[src/rtl/serial_inc_seq_if.sv]
// Handshake and data bundle for the bit-serial incrementer.
// The master side issues start/a and observes the result and status signals.
interface serial_inc_seq_if #(
    parameter int W  = 16,
    parameter int CW = $clog2(W) + 1
);
    logic          start;
    logic [W-1:0]  a;
    logic [W-1:0]  y;
    logic          done;
    logic          busy;
    logic          ovf;
    logic [CW-1:0] cycles;

    modport master (
        output start, a,
        input  y, done, busy, ovf, cycles
    );

    modport slave (
        input  start, a,
        output y, done, busy, ovf, cycles
    );
endinterface

[src/rtl/serial_inc_seq.sv]
// Bit-serial incrementer: y = a + 1 computed LSB first with a single shared
// half-adder cell, one bit per clock. Optionally stops as soon as the carry
// dies, since the untouched upper bits of y already hold a.
module serial_inc_seq #(
    parameter int W          = 16,
    parameter bit EARLY_EXIT = 1'b1,
    parameter int CW         = $clog2(W) + 1
) (
    input  logic              clk,
    input  logic              rst,
    serial_inc_seq_if.slave   bus
);
    localparam int IW = $clog2(W);

    localparam logic [1:0] S_IDLE = 2'd0;
    localparam logic [1:0] S_RUN  = 2'd1;
    localparam logic [1:0] S_DONE = 2'd2;

    logic [1:0]    state_q,  state_d;
    logic [W-1:0]  y_q,      y_d;
    logic          carry_q,  carry_d;
    logic [IW-1:0] idx_q,    idx_d;
    logic [CW-1:0] cycles_q, cycles_d;
    logic          ovf_q,    ovf_d;

    // Shared half-adder cell, applied to the bit currently selected by idx.
    logic ha_in;
    logic ha_sum;
    logic ha_cout;
    logic last_bit;

    assign ha_in    = y_q[idx_q];
    assign ha_sum   = ha_in ^ carry_q;
    assign ha_cout  = ha_in & carry_q;
    assign last_bit = (idx_q == IW'(W - 1));

    // Next-state and datapath update for the IDLE/RUN/DONE sequencer.
    always_comb begin
        state_d  = state_q;
        y_d      = y_q;
        carry_d  = carry_q;
        idx_d    = idx_q;
        cycles_d = cycles_q;
        ovf_d    = ovf_q;
        case (state_q)
            S_IDLE: begin
                if (bus.start) begin
                    y_d      = bus.a;
                    carry_d  = 1'b1;
                    idx_d    = '0;
                    cycles_d = '0;
                    ovf_d    = 1'b0;
                    state_d  = S_RUN;
                end
            end
            S_RUN: begin
                y_d[idx_q] = ha_sum;
                carry_d    = ha_cout;
                cycles_d   = cycles_q + CW'(1);
                idx_d      = idx_q + IW'(1);
                if (last_bit || (EARLY_EXIT && !ha_cout)) begin
                    // Overflow only when the carry survives the top bit.
                    ovf_d   = last_bit & ha_cout;
                    state_d = S_DONE;
                end
            end
            S_DONE: begin
                state_d = S_IDLE;
            end
            default: begin
                state_d = S_IDLE;
            end
        endcase
    end

    // State registers; reset aborts any operation in flight.
    always_ff @(posedge clk or posedge rst) begin
        if (rst) begin
            state_q  <= S_IDLE;
            y_q      <= '0;
            carry_q  <= 1'b0;
            idx_q    <= '0;
            cycles_q <= '0;
            ovf_q    <= 1'b0;
        end else begin
            state_q  <= state_d;
            y_q      <= y_d;
            carry_q  <= carry_d;
            idx_q    <= idx_d;
            cycles_q <= cycles_d;
            ovf_q    <= ovf_d;
        end
    end

    assign bus.y      = y_q;
    assign bus.ovf    = ovf_q;
    assign bus.cycles = cycles_q;
    assign bus.busy   = (state_q == S_RUN);
    assign bus.done   = (state_q == S_DONE);

endmodule

[src/flat_wrapper.sv]
// flat-port wrapper written by rule: the top's interface ports become plain ports
module serial_inc_seq_flat 
#(
    parameter int W          = 16,
    parameter bit EARLY_EXIT = 1'b1,
    parameter int CW         = $clog2(W) + 1
)
  (clk, rst, bus_start, bus_a, bus_y, bus_done, bus_busy, bus_ovf, bus_cycles);
  serial_inc_seq_if #(.W(W), .CW(CW)) bus_i ();
  input  logic clk;
  input  logic rst;
  input wire logic [$bits(bus_i.start)-1:0] bus_start;
  input wire logic [$bits(bus_i.a)-1:0] bus_a;
  output wire logic [$bits(bus_i.y)-1:0] bus_y;
  output wire logic [$bits(bus_i.done)-1:0] bus_done;
  output wire logic [$bits(bus_i.busy)-1:0] bus_busy;
  output wire logic [$bits(bus_i.ovf)-1:0] bus_ovf;
  output wire logic [$bits(bus_i.cycles)-1:0] bus_cycles;
  assign bus_i.start = bus_start;
  assign bus_i.a = bus_a;
  assign bus_y = bus_i.y;
  assign bus_done = bus_i.done;
  assign bus_busy = bus_i.busy;
  assign bus_ovf = bus_i.ovf;
  assign bus_cycles = bus_i.cycles;
  serial_inc_seq #(.W(W), .EARLY_EXIT(EARLY_EXIT), .CW(CW)) u_core (.clk(clk), .rst(rst), .bus(bus_i));
endmodule
[config.mk]
export PLATFORM = sky130hd
export DESIGN_NAME = serial_inc_seq_flat
export DESIGN_NICKNAME = d
export VERILOG_FILES = /design/src/rtl/serial_inc_seq_if.sv /design/src/rtl/serial_inc_seq.sv /design/src/flat_wrapper.sv
export SDC_FILE = /design/constraint.sdc
export NUM_CORES = 1
export LEC_CHECK = 0
export ABC_AREA = 1
export ABC_CLOCK_PERIOD_IN_PS = 3100
export BUFFER_PORTS_ARGS = -buffer_cell sky130_fd_sc_hd__buf_2
export CAP_MARGIN = 20
export CORE_ASPECT_RATIO = 1.1
export CORE_MARGIN = 5
export CORE_UTILIZATION = 46
export DETAILED_ROUTE_END_ITERATION = 7
export HOLD_SLACK_MARGIN = 0.05
export PLACE_DENSITY = 0.7
export SLEW_MARGIN = 20
export SYNTH_ARGS = -nofsm -noshare
export SYNTH_HDL_FRONTEND = slang
export SYNTH_SLANG_ARGS = --single-unit
[constraint.sdc]
create_clock -name clk -period 3.1 [get_ports clk]
set_clock_uncertainty 0.1 [all_clocks]
set_input_delay 0.465 -clock clk [delete_from_list [all_inputs] [get_ports clk]]
set_output_delay 0.465 -clock clk [all_outputs]
set_load 0.03 [all_outputs]
# After elaboration in Yosys (flattened, before gate mapping)
# Index checks and enable logic that the tools add are counted.
# word_totals
out_inout_bits	24
elab_cells	45
ff_bits	29
# classes
n_eq_ne	5
order_cmp	2
n_bitwise	3
add_sub_neg	2
mux	19
reduce_logical	8
# ops
cell	n
one-hot mux 16 bit (2 select lines)	1
bitwise mux 16 bit	1
two-way mux 16 bit	1
one-hot mux 5 bit (2 select lines)	1
one-hot mux 4 bit (2 select lines)	1
adder 5 x 1 -> 5 bit (second input constant)	1
< comparator 4 x 5 -> 1 bit (second input constant)	1
two-way mux 1 bit	5
two-way mux 5 bit	1
adder 4 x 1 -> 4 bit (second input constant)	1
binary-select mux 1 bit (select 4 bit)	1
demux 1 bit (select 4 bit)	1
== test 4 bit (second input constant)	1
>= comparator 4 x 1 -> 1 bit (second input constant)	1
two-way mux 2 bit	2
two-way mux 4 bit	1
one-hot mux 1 bit (2 select lines)	2
one-hot mux 2 bit (2 select lines)	1
AND reduction 2 bit	2
AND reduction 3 bit	1
bitwise AND 1 bit	2
== test 2 x 1 -> 1 bit (second input constant)	1
== test 2 bit (second input constant)	1
zero test 2 bit	1
7 further kinds	7

# Longest topological paths before layout
# depth
word_depth	7
mapped_depth	16
mapped_depth_nobuf	13

# Least setup slack after synthesis
# OpenSTA, ideal clock, no wires.
# synth_path
path_type	register -> register
start	register u_core.idx_q[0]
end	register u_core.y_q[10] (netlist: u_core.bus.y[10])
stages_incl_launch_ff	17
period_less_slack_ps	2035
setup_time_ps	83
t_arrival_ps	1852
slack_ps	1065
cell_sequence	dfrtp_1 buf_2 inv_1 buf_2 nand2_1 nand3_1 nand2_1 nand2_1 nand2_1 inv_1 nand2_1 ha_1 nand2_2 buf_6 o21ai_0 nand2_1 o21ai_0
# synth_via
elab_chain_len	6
# synth_rtl
item	line_no	text
start, declared	serial_inc_seq.sv:22	logic [IW-1:0] idx_q, idx_d;
start signal, assigned	serial_inc_seq.sv:89	idx_q <= idx_d;
< comparator 4 x 5 -> 1 bit (implied by the code) / >= comparator 4 x 1 -> 1 bit (equally long branches)	serial_inc_seq.sv:57	y_d[idx_q] = ha_sum;
logical AND 1 bit (implied by the code)	serial_inc_seq.sv:57	
two-way mux 1 bit (implied by the code)	serial_inc_seq.sv:57	
demux 1 bit (select 4 bit)	--	
bitwise mux 16 bit (*)	serial_inc_seq.sv:57	
one-hot mux 16 bit (2 select lines) (*)	serial_inc_seq.sv:45	case (state_q)
end signal, assigned	serial_inc_seq.sv:87	y_q <= y_d;
end, declared	serial_inc_seq.sv:20	logic [W-1:0] y_q, y_d;
# Mark *: on every way between the ends. The rest lies on a longest branch, timed or not. The select of a mux whose other input is x is not followed.
# A chain may end at the register's enable or synchronous reset.

# Worst setup path in the final report
# layout_path
start	register u_core.idx_q[0]
end	register u_core.y_q[5] (netlist: u_core.bus.y[5])
# The elaborated chain is that of the path after synthesis.

==> results by stage <==
Worst setup path:
- Data on the critical path arrives at its endpoint at roughly 2400 ps.
- For flop-to-flop paths, the worst setup slack is ~830 ps.
- Data on the critical path is required at its endpoint by around 3200 ps.
- Of all nets on the critical path, the largest fanout is 12.
- STA classifies the critical path endpoint as a flip-flop.
- The startpoint-to-endpoint class of the critical path is flip-flop to flip-flop.
- The worst setup path is launched from a flip-flop.

Synth:
- The post-synthesis cell count is about 260.
- Of the post-synthesis cell area, the dominant cell type holds around two fifths.
- For this run, the leading register cell type out of synthesis is sky130_fd_sc_hd__dfrtp_1.
- The per-instance average area after synthesis is 6.97 sq um.
- In the post-synthesis netlist, the cell with the most instances is sky130_fd_sc_hd__nand2_1.
- In the synthesized netlist the async set-or-reset flop fraction comes to 100%.
- After synthesis the netlist holds a flip-flop and latch count of 29.
- After synthesis the cells add up to 1780 sq um.
- Ranked by total cell area, the synthesized netlist is headed by sky130_fd_sc_hd__dfrtp_1 41%, sky130_fd_sc_hd__nand2_1 18%, sky130_fd_sc_hd__o21ai_0 13%.
- For this run, the register share of the synthesized area comes to 40.8%.
- The Yosys step of the flow raised 0 warnings.
- Of all cell types, the one taking the most synthesized area is sky130_fd_sc_hd__dfrtp_1.
- The number of distinct library cell variants in the gate-level netlist after synthesis is 22.
- Counting flops with a built-in enable in the synthesized netlist gives 0.
- Counting every net in the synthesized netlist gives 280.
- The commonest cells after synthesis are 85 x sky130_fd_sc_hd__nand2_1, 45 x sky130_fd_sc_hd__o21ai_0, 33 x sky130_fd_sc_hd__inv_1.

STA:
- The count of final hold-check violations is 0.
- The clock period minus worst slack is roughly 2300 ps.
- The final worst slack is 831 ps.
- The sum of negative setup slack is 0 ps.
- Setup repair after global routing left no endpoint under its margin.
- After layout, the worst path uses around 73% of the clock period.
- Based on the critical path, the design can be clocked at up to between 0.4 and 0.5 GHz.
- The worst pin sits at a relative slew slack of 64.6%.
- The number of slew-limit violations in the final report is 0.
- Setup violations remaining at the end of the flow were counted as 0.
- At the pin with the least slew margin, the transition time is about 530 ps.

Floorplan:
- In this run the core area contains 23 standard-cell rows.
- The floorplan step set the die width to 69.3 microns.
- Once the floorplan was initialized, standard cells occupied roughly half of the core.
- The die covers around 5200 sq um.
- For this design the top-level I/O count stands at between 40 and 50.
- In this run the vertical extent of the chip is roughly 75 microns.
- The core region is roughly 3700 sq um.

Pwr:
- The final total power is 2.27 mW.
- Summed over all cells, the static leakage comes to ~1.1 nW.
- The power per cell area is around 1100 nW/um^2.
- The worst supply voltage drop on vdd is just under 600 uV.

Placement:
- The count of buffers added on input and output ports is 42.
- The placer congestion estimate is about 0.85.
- OpenSTA, run right after detailed placement, puts the worst setup slack at between 800 and 900 ps.
- After legalization and detailed placement, the total HPWL measured between 3000 and 4000 microns.

Final layout:
- Measured on the finished design, the core utilization comes to 57.1%.
- The number of antenna repair diodes is 0.
- The filler cells instantiated in the layout total between 300 and 400.
- Summing all flip-flop and latch instances after layout gives slightly above 700 sq um.
- From synthesis to final layout, the design area changed by 18.2%.
- After the last flow step, the layout net total stands at between 300 and 400.
- The multi-input combinational cells in the finished layout cover a total of 870 sq um.
- The ratio of cells with drive above 1 in the final layout is a little under a fifth.

CTS:
- The clock buffer count from CTS is 5.
- Post-CTS repair changed the size of 0 cells.
- Once the clock tree was built, the setup fixing pass inserted 0 buffers.
- No sink is reached through more buffers than the 2 on the longest clock path.
- The clock reaches the later pin of the worst-skew pair after 290 ps.
- The clock-pin slew of the registers on the worst-case setup and hold paths is about 70 ps.
- The clock sink count is 29.
- TritonCTS built the clock tree.
- The cell sitting at the root of the clock tree is a sky130_fd_sc_hd__clkbuf_8.
- For this design, the CTS-stage hold fixing added 0 buffers.
- CTS built an H-tree with a depth of 2.

Global routing:
- The maximum number of pins on one net before global-route repair is 31.
- The global-route wire length before repair is 7700 microns.
- The number of antenna violations at the first check in global routing is 0.
- The via count of the first global-routing pass came to 1721.
- The global-route usage over all layers is 18.6%.
- The total overflow left after global routing is 0.

Routing:
- The count of unresolved DRC violations after routing is 0.
- For this block, the routed nets add up to ~4400 microns of wire.
- For this block, the via count after detailed routing is around 1800.
- In this run the remaining antenna-violating nets after routing total 0.
- The number of DRC markers in iteration 0 is 78.
- The routed length per placed instance is around 12 microns.
- After detailed routing, the number of vias per cell comes to 5.11.
- The first-pass iteration count of the detailed router is 4.

Job:
- Max-cap violations in this run came to 0.

Status:
- The flow ran to the end, and the final reports show no timing, DRC or antenna violations.

Hold path:
- The path type of the worst min-delay path is primary input to asynchronous set/reset pin.
==> cell families (layout without fill, tap and decap cells) <==
| kind of cell | count (synthesis) | count (layout) | synth area share [%] |
|---|---|---|---|
| adders and majority gates | 6 | 6 | 4.22 |
| xor gates and xnor gates | 1 | 1 | 0.493 |
| DFF | 29 | 29 | 40.8 |
| and+or+nand+nor | 118 | 118 | 26.6 |
| buffers and inverters | 42 | 86 | 10.3 |
| AOI/OAI and AO/OA | 59 | 59 | 17.6 |
==> worst paths after layout <==
| check | from | to | depth (start not counted) |
|---|---|---|---|
| worst min register to register | u_core.bus.y[5]$_DFFE_PP0P_ | u_core.bus.y[5]$_DFFE_PP0P_ | 2 |
| worst max-delay path | u_core.idx_q[0]$_DFFE_PP0P_ | u_core.bus.y[5]$_DFFE_PP0P_ | 13 |
| min in group clk | bus_a[10] | u_core.bus.y[10]$_DFFE_PP0P_ | 5 |
| worst min-delay path | rst | u_core.bus.y[11]$_DFFE_PP0P_ | 3 |
| max in group asynchronous | rst | u_core.bus.y[14]$_DFFE_PP0P_ | 3 |
| worst max register to register | u_core.idx_q[0]$_DFFE_PP0P_ | u_core.bus.y[5]$_DFFE_PP0P_ | 13 |
==> flip-flops by register name, summed over array words and instances (netlist names) <==
signal / cells
u_core.bus.y: 16
u_core.bus.cycles: 5
u_core.idx_q: 4
u_core.state_q: 2
u_core.bus.ovf: 1
u_core.carry_q: 1
==> layout by cell type, fill, tap and decap left out, drive strengths merged <==
master    synthesis  routed
nand2            86      86
o21ai            48      48
buf               7      44
inv              34      34
dfrtp            29      29
nor2             18      18
nand3            14      14
ha                6       6
clkbuf            1       5
a21oi             4       4
a22oi             4       4
clkinvlp          0       3
a21boi            1       1
xor2              1       1
o22ai             1       1
a2bb2oi           1       1
==> per-stage QoR <==
step / area, sq um / cells / hold slack (ps)
after detailed placement: 2010 / 341 / 404
after global routing: 2100 / 349 / 179
after CTS: 2100 / 349 / 149
final: 2100 / 349 / 138
after floorplan: 1780 / 255 / 359
after global placement: 2010 / 341 / 395
==> critical path, cell delays in order (launching register included) <==
cell                       delay, ps
sky130_fd_sc_hd__dfrtp_1         510
sky130_fd_sc_hd__inv_1           360
sky130_fd_sc_hd__nand2_1         100
sky130_fd_sc_hd__nand3_1          90
sky130_fd_sc_hd__nand2_1          50
sky130_fd_sc_hd__nand2_1          50
sky130_fd_sc_hd__nand2_1          50
sky130_fd_sc_hd__inv_1            40
sky130_fd_sc_hd__nand2_1          40
sky130_fd_sc_hd__ha_1            290
sky130_fd_sc_hd__inv_1            50
sky130_fd_sc_hd__nor2_2          190
sky130_fd_sc_hd__a21boi_0        110
sky130_fd_sc_hd__o21ai_0         140
==> per-layer routing <==
metal,vias to the layer above,global-route usage (%),share of wire (%)
met5,-,0,0
met4,0,9.11,2.0
met3,7,4.54,5.1
met2,45,31.5,47
met1,830,22.6,46
li1,900,-,-
==> where the power goes <==
part,internal (mW),total [mW],switching [mW]
combinational,0.378,1.29,0.913
sequential,0.531,0.661,0.130
clock,0.157,0.319,0.161
==> final cells by class <==
| cell class | count | area share, % |
|---|---|---|
| clock buffers | 5 | 3.27 |
| clock inverters | 3 | 1.07 |
| inverters | 34 | 6.07 |
| multi-input cells | 184 | 41.4 |
| flip-flops and latches | 29 | 34.5 |
| well taps | 50 | 2.98 |
| repair buffers | 44 | 10.7 |
Note: power is estimated with default switching activity, not from simulation.
